===== config.mk =====
export PLATFORM = sky130hd
export DESIGN_NAME = sum_prod_accumulator
export DESIGN_NICKNAME = d
export VERILOG_FILES = /design/src/rtl/sum_prod_accumulator.sv
export SDC_FILE = /design/constraint.sdc
export NUM_CORES = 1
export LEC_CHECK = 0
export BUFFER_PORTS_ARGS = -buffer_cell sky130_fd_sc_hd__clkbuf_2
export CORE_ASPECT_RATIO = 1.75
export CORE_MARGIN = 2
export CORE_UTILIZATION = 55
export DETAILED_ROUTE_END_ITERATION = 7
export GPL_TIMING_DRIVEN = 0
export PLACE_DENSITY_LB_ADDON = 0.1
export SYNTH_ARGS = -nofsm -noshare
export SYNTH_HDL_FRONTEND = slang
export SYNTH_SLANG_ARGS = --single-unit

===== constraint.sdc =====
create_clock -name clk -period 3.78 [get_ports clk]
set_input_delay 0.756 -clock clk [delete_from_list [all_inputs] [get_ports clk]]
set_output_delay 0.756 -clock clk [all_outputs]
set_load 0.01 [all_outputs]

===== src/rtl/sum_prod_accumulator.sv =====
// rtl/sum_prod_accumulator.sv - frame accumulator of {sum, product} pairs with saturating totals
//
// Ports:
//   clk, rst            single rising-edge clock, synchronous active-high reset
//   clear               synchronous frame flush (drops partial or pending totals)
//   in_valid/in_ready   input pair handshake; in_ready is low only while a result is held
//   in_sum, in_product  unsigned operands
//   out_valid/out_ready result handshake; out_valid is high for the whole HOLD state
//   out_sum_acc         saturating total of in_sum over the frame
//   out_prod_acc        saturating total of in_product over the frame
//   out_ovf             sticky flag: either total clamped during this frame
module sum_prod_accumulator #(
    parameter int N_SAMPLES  = 4,
    parameter int SUM_W      = 9,
    parameter int PROD_W     = 16,
    parameter int SUM_ACC_W  = 12,
    parameter int PROD_ACC_W = 24
) (
    input  logic                  clk,
    input  logic                  rst,
    input  logic                  clear,
    input  logic                  in_valid,
    output logic                  in_ready,
    input  logic [SUM_W-1:0]      in_sum,
    input  logic [PROD_W-1:0]     in_product,
    output logic                  out_valid,
    input  logic                  out_ready,
    output logic [SUM_ACC_W-1:0]  out_sum_acc,
    output logic [PROD_ACC_W-1:0] out_prod_acc,
    output logic                  out_ovf
);

    typedef enum logic [1:0] {
        IDLE  = 2'd0,
        ACCUM = 2'd1,
        HOLD  = 2'd2
    } state_t;

    localparam logic [7:0] N_LAST = 8'(N_SAMPLES);

    state_t                  state, state_n;
    logic [SUM_ACC_W-1:0]    sum_acc, sum_n;
    logic [PROD_ACC_W-1:0]   prod_acc, prod_n;
    logic                    ovf, ovf_n;
    logic [7:0]              cnt, cnt_n;

    logic                    accept;
    logic [SUM_ACC_W:0]      sum_add;
    logic [PROD_ACC_W:0]     prod_add;
    logic [7:0]              cnt_inc;

    // Extra carry bit detects overflow; a clamped total stays all-ones because
    // any further non-zero add overflows again and clamps once more.
    assign sum_add  = {1'b0, sum_acc} + (SUM_ACC_W+1)'(in_sum);
    assign prod_add = {1'b0, prod_acc} + (PROD_ACC_W+1)'(in_product);
    assign cnt_inc  = cnt + 8'd1;

    // Ready depends on state only, so there is no path from out_ready.
    assign in_ready     = (state != HOLD);
    assign out_valid    = (state == HOLD);
    assign accept       = in_valid & in_ready;
    assign out_sum_acc  = sum_acc;
    assign out_prod_acc = prod_acc;
    assign out_ovf      = ovf;

    always_comb begin
        state_n = state;
        sum_n   = sum_acc;
        prod_n  = prod_acc;
        ovf_n   = ovf;
        cnt_n   = cnt;
        if (clear) begin
            state_n = IDLE;
            sum_n   = '0;
            prod_n  = '0;
            ovf_n   = 1'b0;
            cnt_n   = '0;
        end else begin
            case (state)
                IDLE: begin
                    if (accept) begin
                        sum_n   = SUM_ACC_W'(in_sum);
                        prod_n  = PROD_ACC_W'(in_product);
                        ovf_n   = 1'b0;
                        cnt_n   = 8'd1;
                        state_n = (N_LAST == 8'd1) ? HOLD : ACCUM;
                    end
                end
                ACCUM: begin
                    if (accept) begin
                        sum_n   = sum_add[SUM_ACC_W] ? '1 : sum_add[SUM_ACC_W-1:0];
                        prod_n  = prod_add[PROD_ACC_W] ? '1 : prod_add[PROD_ACC_W-1:0];
                        ovf_n   = ovf | sum_add[SUM_ACC_W] | prod_add[PROD_ACC_W];
                        cnt_n   = cnt_inc;
                        if (cnt_inc == N_LAST) begin
                            state_n = HOLD;
                        end
                    end
                end
                HOLD: begin
                    if (out_ready) begin
                        state_n = IDLE;
                        sum_n   = '0;
                        prod_n  = '0;
                        ovf_n   = 1'b0;
                        cnt_n   = '0;
                    end
                end
                default: begin
                    state_n = IDLE;
                end
            endcase
        end
    end

    always_ff @(posedge clk) begin
        if (rst) begin
            state    <= IDLE;
            sum_acc  <= '0;
            prod_acc <= '0;
            ovf      <= 1'b0;
            cnt      <= '0;
        end else begin
            state    <= state_n;
            sum_acc  <= sum_n;
            prod_acc <= prod_n;
            ovf      <= ovf_n;
            cnt      <= cnt_n;
        end
    end

endmodule


==> metrics.md, run 1 <==
| Metric | Value |
|---|---|
| Drt drc | `0` |
| H-tree Lvls | `2` |
| Actual slew at the worst max-slew pin | `0.896 ns` |
| Post-synth EDFFs | `0` |
| Final Hold Vio Count | `0` |
| Post-DP HPWL | `8310 µm` |
| Worst hold path class | `reg -> reg` |
| Top cell type by total area after synthesis | `dfxtp_1` |
| Max-slew headroom | `40.0%` |
| Comb pwr share | `24.0%` |
| Worst setup path startpoint | `in_sum[0]` |
| Filler cells | `603` |
| Final instance area | `4340 µm²` |
| Vias after detailed routing | `3909` |
| Largest cells by area after synthesis | `dfxtp_1, ha_1, a21oi_1` |
| Drt first pass iters | `5` |
| Initial DRC Count | `254` |
| Clk sinks | `47` |
| Syn_area_per_cell | `7.93 µm²` |
| Post-DRT Antenna Nets | `0` |
| # Post-CTS Setup Buffers | `0` |
| Synth cell count leaders | `a21oi_1, dfxtp_1, nor2_1, nand2_1` |
| PortBufs | `68` |
| Max Slew Vio Count | `0` |
| Worst hold slack | `0.474 ns` |
| Clock share of power | `36.6%` |
| CP startpoint kind | `input port` |
| Ant diodes | `0` |
| Maximum buffer depth of the clock tree | `2` |
| Total Power | `0.00132 W` |
| Vias per std cell | `6.21` |
| Number of global-route vias before repair | `3865` |
| Sw Pwr | `0.000404 W` |
| Hold_sp | `cnt[1]` |
| Die height | `113 µm` |
| CTS Buf Count | `5` |
| Top_reg_cell synth | `dfxtp_1` |
| Root buf cell | `clkbuf_16` |
| Gr usage total | `31.2%` |
| Post-synth top area share | `25.2%` |
| Worst-Skew Late Latency | `0.29 ns` |
| First-pass GRT wire length | `18400 µm` |
| Area delta synth->final | `16.0%` |
| Setup TNS | `0 ns` |
| Pleak | `1.91 nW` |
| Footprint of the multi-input gates | `2590 µm²` |
| Core Rows | `39` |
| Final setup violation count | `0` |
| Total die area | `7500 µm²` |
| P_int | `0.000919 W` |
| Synth Cell Area | `3740 µm²` |
| Worst Skew | `0.00601 ns` |
| GRT Residual Overflow | `0` |
| Max Fclk | `313 MHz` |
| Core area | `6540 µm²` |
| Synth Register Bits | `47` |
| Power share of the sequential group | `39.4%` |
| Crit path buffers/inverters | `2` |
| DR WL/cell | `17.6 µm` |
| CP delay by family, top | `compound AO/OA/AOI/OAI gates` |
| Final #Nets | `608` |
| Status | `finished, final reports clean` |
| Post-CTS Hold Buffers | `0` |
| Initial antenna violation count | `0` |
| Worst path max stage delay | `0.43 ns` |
| Mapped Cells | `471` |
| Post-synth cell types | `70` |
| Min Tclk post-route | `3.19 ns` |
| Post-Layout Cell Count | `629` |
| Largest net degree at the start of global routing | `14` |
| Worst Setup End Kind | `flop` |
| Share of async-settable or async-resettable flops after synthesis | `0%` |
| Sequential element share of the synthesized area | `25.2%` |
| Layout cell share with drive strength beyond 1 | `20.3%` |
| Register area | `941 µm²` |
| Pwr/cell area | `305 nW/µm²` |
| Critical Path AT | `3.34 ns` |
| R2R Path Start | `out_sum_acc[0]` |
| Placed insts | `621` |
| Clock transition at path regs | `0.07 ns` |
| Switching Fraction | `30.5%` |
| RSZ-0062 raised after global routing | `no` |
| Max VDD drop | `0.000261 V` |
| Starting Density | `57.2%` |
| CP cell instances | `clkbuf_2 -> ha_1 -> fa_1 -> a211oi_1 -> o21bai_1 -> a21oi_1 -> o21ai_1 -> a2bb2oi_1 -> and2_1 -> clkbuf_1 -> a311oi_1` |
| Syn Nets | `533` |
| Max-cap violations | `0` |
| DRT Wirelength | `11100 µm` |
| Crit-path slowest cell | `fa_1` |
| CTS tree | `yes` |
| Worst EP required | `3.93 ns` |
| Final worst path period share | `84.4%` |
| Routability congestion estimate | `1.00` |
| CTS resizes | `0` |
| Ys Warns | `0` |
| Most numerous cell in the Yosys netlist | `a21oi_1` |
| Worst Path Max Fanout | `7` |
| Die width | `66.3 µm` |
| Placed instance area | `4180 µm²` |
| Crit Path Class | `in -> reg` |
| I/O Pins | `69` |
registers in the layout, summed over array words and instances (netlist names):
register      count
out_sum_acc      12
state             2
out_prod_acc     24
out_ovf           1
cnt               8
cell type report:
type / instances / area share (%)
buffer: 26 / 3.84
clock buffer: 8 / 3.61
tap: 82 / 2.37
timing repair buffer: 68 / 7.85
sequential: 47 / 21.7
multi-input combinational: 387 / 59.7
inverter: 11 / 0.952
path summary, 6_finish.rpt:
check	endpoint	slack, ns	cells past startpoint
worst max register to register	out_sum_acc[8]	0.80	10
worst min register to register	cnt[1]	0.47	2
worst max-delay path	out_sum_acc[8]	0.59	11
worst min-delay path	cnt[1]	0.47	2
placed cells by master (no fill, tap or decap), types with 11 or more instances in the layout:
cell type and n:
clkbuf_2 68, a21oi_1 60, dfxtp_1 47, nor2_1 37
nand2_1 36, o21ai_0 30, ha_1 30, nand3_1 14
a21o_1 14, clkbuf_1 13, xnor2_1 13, a31oi_1 12
inv_1 11, and3_1 11, a311oi_1 11
power groups by stage:
stage	Sequential (W)	Combinational [W]	Clock, W
CTS	0.000521	0.000314	0.000484
finish	0.000521	0.000318	0.000484
floorplan	0.000535	0.000214	0
global route	0.000522	0.000352	0.000507
detailed placement	0.000532	0.000311	0
global placement	0.000531	0.000305	0
per-layer routing:
layer	share of wire [%]	GRT usage, %	vias up
met5	0	0	-
met4	2.7	11.4	0
met3	5.3	5.47	23
met2	52	55.0	148
met1	40	36.7	1825
li1	-	-	1913
metrics by stage:
step | util, % | worst slack, ns
3_3_place_gp | 63.9 | 0.335
2_1_floorplan | - | 0.931
6_report | 66.3 | 0.590
3_5_place_dp | 63.9 | 0.340
5_1_grt | 66.3 | 0.329
4_1_cts | 66.3 | 0.612
tightest hold or removal path, stage by stage, from the launching register on:
cell,delay (ns)
dfxtp_1,0.32
nand2_1,0.06
a21oi_1,0.05
cells by family (layout without fill, tap and decap cells):
group	Yosys count	in the layout	share of synthesized area (%)
compound gates	182	182	32.0
simple gates	149	149	20.5
flops	47	47	25.2
buf+inv	37	113	5.56
fa+ha+maj	32	32	11.1
xor+xnor	23	23	5.39
mux	1	1	0.268
Power figures use the tool's default switching activity.
==> inputs of run 2 (changes only) <==
==> constraint.sdc (replaced) <==
create_clock -name clk -period 3.2 [get_ports clk]
set_input_delay 0.64 -clock clk [delete_from_list [all_inputs] [get_ports clk]]
set_output_delay 0.64 -clock clk [all_outputs]
set_load 0.01 [all_outputs]
==> metrics.md, run 2 (same netlist as run 1, synthesis figures left out) <==
| Metric | Value |
|---|---|
| Post-DP HPWL | `8310 µm (unchanged)` |
| R2r setup slk | `0.25 ns (-0.55 ns)` |
| Hold Path Stages | `2 (unchanged)` |
| H-tree Lvls | `2 (unchanged)` |
| Max-slew headroom | `40.1% (+0.085 points)` |
| Commonest non-fill, non-tap cell in the layout | `clkbuf_2` |
| Initial DRC Count | `262 (+3.1%)` |
| Core Rows | `39 (unchanged)` |
| Most used cell, CP | `clkbuf_1` |
| R2R Path Start | `state[1]` |
| PortBufs | `68 (unchanged)` |
| Min Tclk post-route | `2.95 ns` |
| Vias after detailed routing | `3906 (-0.077%)` |
| Actual slew at the worst max-slew pin | `0.894 ns (-0.00126 ns)` |
| Worst-Skew Late Latency | `0.29 ns (about the same)` |
| Routability congestion estimate | `1.00 (unchanged)` |
| Drt drc | `0 (unchanged)` |
| Worst hold slack | `0.476 ns (+0.00234 ns)` |
| Max-cap violations | `0 (unchanged)` |
| CP cell instances | `inv_1 -> ha_1 -> clkbuf_1 -> nor2_1 -> o211ai_1 -> clkbuf_1 -> a21oi_1 -> a311oi_1` |
| DRT Wirelength | `11100 µm (-0.15%)` |
| CP delay by family, top | `compound AO/OA/AOI/OAI gates` |
| Clk sinks | `47 (unchanged)` |
| Total die area | `7500 µm² (unchanged)` |
| Worst Skew | `0.00708 ns (+0.00107 ns)` |
| Worst hold path class | `reg -> reg` |
| Crit-path slowest cell | `o211ai_1` |
| Worst path max stage delay | `0.74 ns (+0.31 ns)` |
| First-pass GRT wire length | `18400 µm (unchanged)` |
| GRT Residual Overflow | `0 (unchanged)` |
| Clock transition at path regs | `0.07 ns (about the same)` |
| RSZ-0062 raised after global routing | `no` |
| Pleak | `1.91 nW (about the same)` |
| Worst Setup End Kind | `flop` |
| Ant diodes | `0 (unchanged)` |
| Final setup violation count | `0 (unchanged)` |
| Crit path buffers/inverters | `3 (+1)` |
| Max VDD drop | `0.000303 V (+16%)` |
| I/O Pins | `69 (unchanged)` |
| Reg2Reg Depth | `8 (-2)` |
| Worst Path Max Fanout | `10 (+3)` |
| Worst EP required | `3.38 ns (-0.55 ns)` |
| CTS tree | `yes` |
| Die width | `66.3 µm (unchanged)` |
| Final Hold Vio Count | `0 (unchanged)` |
| Final #Nets | `608 (unchanged)` |
| Maximum buffer depth of the clock tree | `2 (unchanged)` |
| Layout cell share with drive strength beyond 1 | `20.5% (+0.18 points)` |
| Drt first pass iters | `5 (unchanged)` |
| Initial antenna violation count | `0 (unchanged)` |
| Crit Path Class | `reg -> reg` |
| CP startpoint kind | `flop` |
| Root buf cell | `clkbuf_16` |
| Die height | `113 µm (unchanged)` |
| Hold endpoint | `cnt[1]` |
| # Post-CTS Setup Buffers | `0 (unchanged)` |
| Vias per std cell | `6.21 (about the same)` |
| Core area | `6540 µm² (unchanged)` |
| DR WL/cell | `17.6 µm (-0.15%)` |
| Max Fclk | `339 MHz` |
| Critical Path AT | `3.13 ns (-0.21 ns)` |
| Largest net degree at the start of global routing | `14 (unchanged)` |
| Pwr/cell area | `359 nW/µm² (+18%)` |
| Max Slew Vio Count | `0 (unchanged)` |
| Status | `finished, final reports clean` |
| Hold_sp | `cnt[1]` |
| Final worst path period share | `92.2%` |
| Setup TNS | `0 ns (unchanged)` |
| Number of flip-flops in the largest register | `24 (unchanged)` |
| Starting Density | `57.2% (unchanged)` |
| Most frequent cells in the layout | `clkbuf_2, a21oi_1, dfxtp_1, nor2_1, nand2_1` |
| Area delta synth->final | `16.2%` |
| Gr usage total | `31.2% (unchanged)` |
| CTS Buf Count | `5 (unchanged)` |
| Post-DRT Antenna Nets | `0 (unchanged)` |
| Number of global-route vias before repair | `3865 (unchanged)` |
| R2r endpoint | `out_sum_acc[8]` |
## run 2: power by group
part	internal, W	switching (W)
registers	0.000601	0.0000141
logic	0.000151	0.000225
clock network	0.000334	0.000232
total	0.00109	0.000472
## run 2: layout make-up
cell class / instances / area, µm²
Buffer: 26 / 166
Clock buffer: 8 / 156
Fill cell: 604 / 2200
Inverter: 11 / 41.3
Multi-Input combinational cell: 387 / 2590
Sequential cell: 47 / 941
Tap cell: 82 / 103
Timing Repair Buffer: 68 / 340
## run 2: worst max path at each step
stage              start        endpoint  slack [ns]  cells after the start
4_1_cts        in_sum[0]  out_sum_acc[8]        0.15                     11
3_5_place_dp   in_sum[0]  out_sum_acc[8]       -0.12                     11
5_1_grt         state[1]  out_sum_acc[8]       0.002                      8
6_report        state[1]  out_sum_acc[8]        0.25                      8
3_3_place_gp   in_sum[0]  out_sum_acc[3]       -0.13                     11
2_1_floorplan  in_sum[0]  out_sum_acc[3]        0.47                     10
## run 2: worst register-to-register path, delay by kind of cell, from the launching register on
family | cells | cell delay, ns
AOI/OAI and AO/OA | 3 | 1.21
buffers and inverters | 3 | 1.02
DFF | 1 | 0.35
adders and majority gates | 1 | 0.14
and+or+nand+nor | 1 | 0.14
## run 2: through the flow
| stage | total power [W] | setup slack, ns | std cells | utilization [%] | instance area [µm²] |
|---|---|---|---|---|---|
| after CTS | 0.00156 | 0.148 | 629 | 66.3 | 4340 |
| after global routing | 0.00163 | 0.00219 | 629 | 66.4 | 4340 |
| after detailed placement | 0.000996 | -0.124 | 621 | 63.9 | 4180 |
| after floorplan | 0.000886 | 0.467 | 471 | - | 3740 |
| final | 0.00156 | 0.249 | 629 | 66.4 | 4340 |
| after global placement | 0.000987 | -0.129 | 621 | 63.9 | 4180 |
## run 2: metal layers
metal	GRT usage [%]	up-vias	part of all wire (%)	wire length, µm
li1	-	1917	-	-
met3	5.47	25	4.9	539
met2	55.0	136	52	5810
met1	36.7	1828	40	4420
met5	0	-	0	0
met4	11.4	0	2.7	304
## run 2: repair_timing
item | in CTS | in global routing
gates resized for setup | 0 | 1
hold buffers | 0 | 0
setup endpoints to repair | 0 | 7
==> inputs of run 3 (changes only) <==
--- a/config.mk
+++ b/config.mk
@@ -11,6 +11,7 @@
 export CORE_UTILIZATION = 55
 export DETAILED_ROUTE_END_ITERATION = 7
 export GPL_TIMING_DRIVEN = 0
+export MAX_ROUTING_LAYER = met4
 export PLACE_DENSITY_LB_ADDON = 0.1
 export SYNTH_ARGS = -nofsm -noshare
 export SYNTH_HDL_FRONTEND = slang
==> metrics.md, run 3 (same netlist as run 1, synthesis figures left out) <==
| Metric | Value |
|---|---|
| Routability congestion estimate | `0.995 (-0.83%)` |
| Gr usage total | `32.0% (+0.87 points)` |
| Placed instance area | `4180 µm² (unchanged)` |
| Failing checks | `design-rule violations` |
| Vias after detailed routing | `3943 (+0.95%)` |
| Most frequent cells in the layout | `clkbuf_2, a21oi_1, dfxtp_1, nor2_1, nand2_1` |
| Max Slew Vio Count | `0 (unchanged)` |
| Die height | `113 µm (unchanged)` |
| RSZ-0062 raised after global routing | `no` |
| Pleak | `1.92 nW (+0.51%)` |
| Worst Skew | `0.00995 ns (+0.00287 ns)` |
| Actual slew at the worst max-slew pin | `0.868 ns (-0.0264 ns)` |
| Setup crit end | `out_sum_acc[4]` |
| Reg2Reg Depth | `8 (unchanged)` |
| Placement Setup Slack | `-0.0819 ns (+0.0419 ns)` |
| Max VDD drop | `0.000313 V (+3.4%)` |
| R2r setup slk | `0.31 ns (+0.06 ns)` |
| Drt drc | `1 (+1)` |
| PortBufs | `68 (unchanged)` |
| Final instance area | `4360 µm² (+0.40%)` |
| H-tree Lvls | `2 (unchanged)` |
| Clock transition at path regs | `0.07 ns (about the same)` |
| Root buf cell | `clkbuf_16` |
| Total Power | `0.00163 W (+4.8%)` |
| Placed insts | `621 (unchanged)` |
| Clk sinks | `47 (unchanged)` |
| Fin worst setup slack | `0.268 ns (+0.0183 ns)` |
| Max Fclk | `341 MHz (+0.63%)` |
| Fin util | `66.7% (+0.27 points)` |
| Pwr/cell area | `374 nW/µm² (+4.4%)` |
| Vias per std cell | `6.27 (+0.95%)` |
| Final setup violation count | `0 (unchanged)` |
| Crit Path Class | `in -> reg` |
| Largest net degree at the start of global routing | `15 (+1)` |
| CP startpoint kind | `input port` |
| Initial DRC Count | `335 (+28%)` |
| Final Hold Vio Count | `0 (unchanged)` |
| Post-DRT Antenna Nets | `0 (unchanged)` |
| Layout cell share with drive strength beyond 1 | `20.7% (+0.18 points)` |
| Worst Path Max Fanout | `7 (-3)` |
| Core Rows | `39 (unchanged)` |
| Final #Nets | `608 (unchanged)` |
| Hold Path Stages | `1 (-1)` |
| Number of global-route vias before repair | `3781 (-2.2%)` |
| Post-Layout Cell Count | `629 (unchanged)` |
| DR WL/cell | `17.7 µm (+0.79%)` |
| Ant diodes | `0 (unchanged)` |
| Number of flip-flops in the largest register | `24 (unchanged)` |
| Final worst path period share | `91.6% (-0.57 points)` |
| Die width | `66.3 µm (unchanged)` |
| Initial antenna violation count | `0 (unchanged)` |
| Worst hold path class | `reg -> reg` |
| First-pass GRT wire length | `18400 µm (-0.37%)` |
| Worst EP required | `3.35 ns (-0.03 ns)` |
| Worst Setup End Kind | `flop` |
| Worst setup path startpoint | `in_sum[0]` |
| Max-slew headroom | `41.9% (+1.8 points)` |
| DRT Wirelength | `11200 µm (+0.79%)` |
| Total die area | `7500 µm² (unchanged)` |
| Area delta synth->final | `16.7%` |
| CTS Buf Count | `5 (unchanged)` |
| Maximum buffer depth of the clock tree | `2 (unchanged)` |
| Min Tclk post-route | `2.93 ns (-0.0183 ns)` |
| Worst-Skew Late Latency | `0.30 ns (about the same)` |
| Critical Path AT | `3.08 ns (-0.05 ns)` |
| Drt first pass iters | `7 (+2)` |
| Core area | `6540 µm² (unchanged)` |
| Max-cap violations | `0 (unchanged)` |
| GRT Residual Overflow | `0 (unchanged)` |
| R2R Path Start | `state[1]` |
| Status | `complete, but fails checks` |
| I/O Pins | `69 (unchanged)` |
| Starting Density | `57.2% (unchanged)` |
| R2r endpoint | `out_prod_acc[15]` |
| Post-DP HPWL | `8160 µm (-1.7%)` |
| Commonest non-fill, non-tap cell in the layout | `clkbuf_2` |
| Filler cells | `594 (-1.7%)` |
| CTS tree | `yes` |
-- run 3: changes by cell type in the layout (fill, tap and decap cells not counted), sizes merged --
cell,change
bufinv,+1
clkbuf,-2
clkinv,+1
-- run 3: how the worst min path moves through the flow --
| stage | slack [ns] | end | startpoint |
|---|---|---|---|
| after floorplan | 0.44 | cnt[1] | cnt[1] |
| after global placement | 0.45 | cnt[1] | cnt[1] |
| after detailed placement | 0.48 | out_ovf | out_ovf |
| after CTS | 0.49 | cnt[1] | cnt[1] |
| after global routing | 0.51 | out_ovf | out_ovf |
| final | 0.49 | out_ovf | out_ovf |
-- run 3: report_power, final --
| part | internal [W] | switching (W) |
|---|---|---|
| logic | 0.000151 | 0.000223 |
| clock network | 0.000390 | 0.000253 |
| registers | 0.000601 | 0.0000144 |
-- run 3: per-layer routing --
layer | GRT usage (%) | wire, µm | up-vias
met5 | - | 0 | -
met4 | 11.4 | 342 | 0
met3 | 4.27 | 721 | 28
met2 | 54.3 | 5690 | 150
met1 | 38.1 | 4410 | 1850
li1 | - | - | 1915
-- run 3: what timing repair did --
action                     in CTS  in global routing
setup endpoints to repair       0                  7
resized for setup               0                  1
buffers inserted                0                  0
hold buffers                    0                  0
-- run 3: worst max-delay path, cell delays in order --
cell and delay [ns]:
clkbuf_2 0.09, ha_1 0.22, fa_1 0.42, a211oi_1 0.23, o21bai_1 0.11, a21oi_1 0.24, o21ai_1 0.17, a2bb2oi_2 0.31
and2_1 0.18, clkbuf_1 0.31, a311oi_1 0.16
-- run 3: area by class of cell --
class	instances	area, µm²	share of cell area [%]
repair buffers	68	340	7.80
clock inverters	2	35.0	0.803
well taps	82	103	2.35
flip-flops and latches	47	941	21.6
inverters	11	41.3	0.947
plain buffers	26	166	3.82
clock buffers	6	139	3.19
multi-input cells	387	2590	59.5
-- run 3: metrics by stage --
stage | setup TNS (ns) | hold slack, ns
2_1_floorplan | 0 | 0.444
4_1_cts | 0 | 0.486
3_5_place_dp | -0.432 | 0.476
5_1_grt | 0 | 0.510
3_3_place_gp | -0.813 | 0.455
6_report | 0 | 0.489
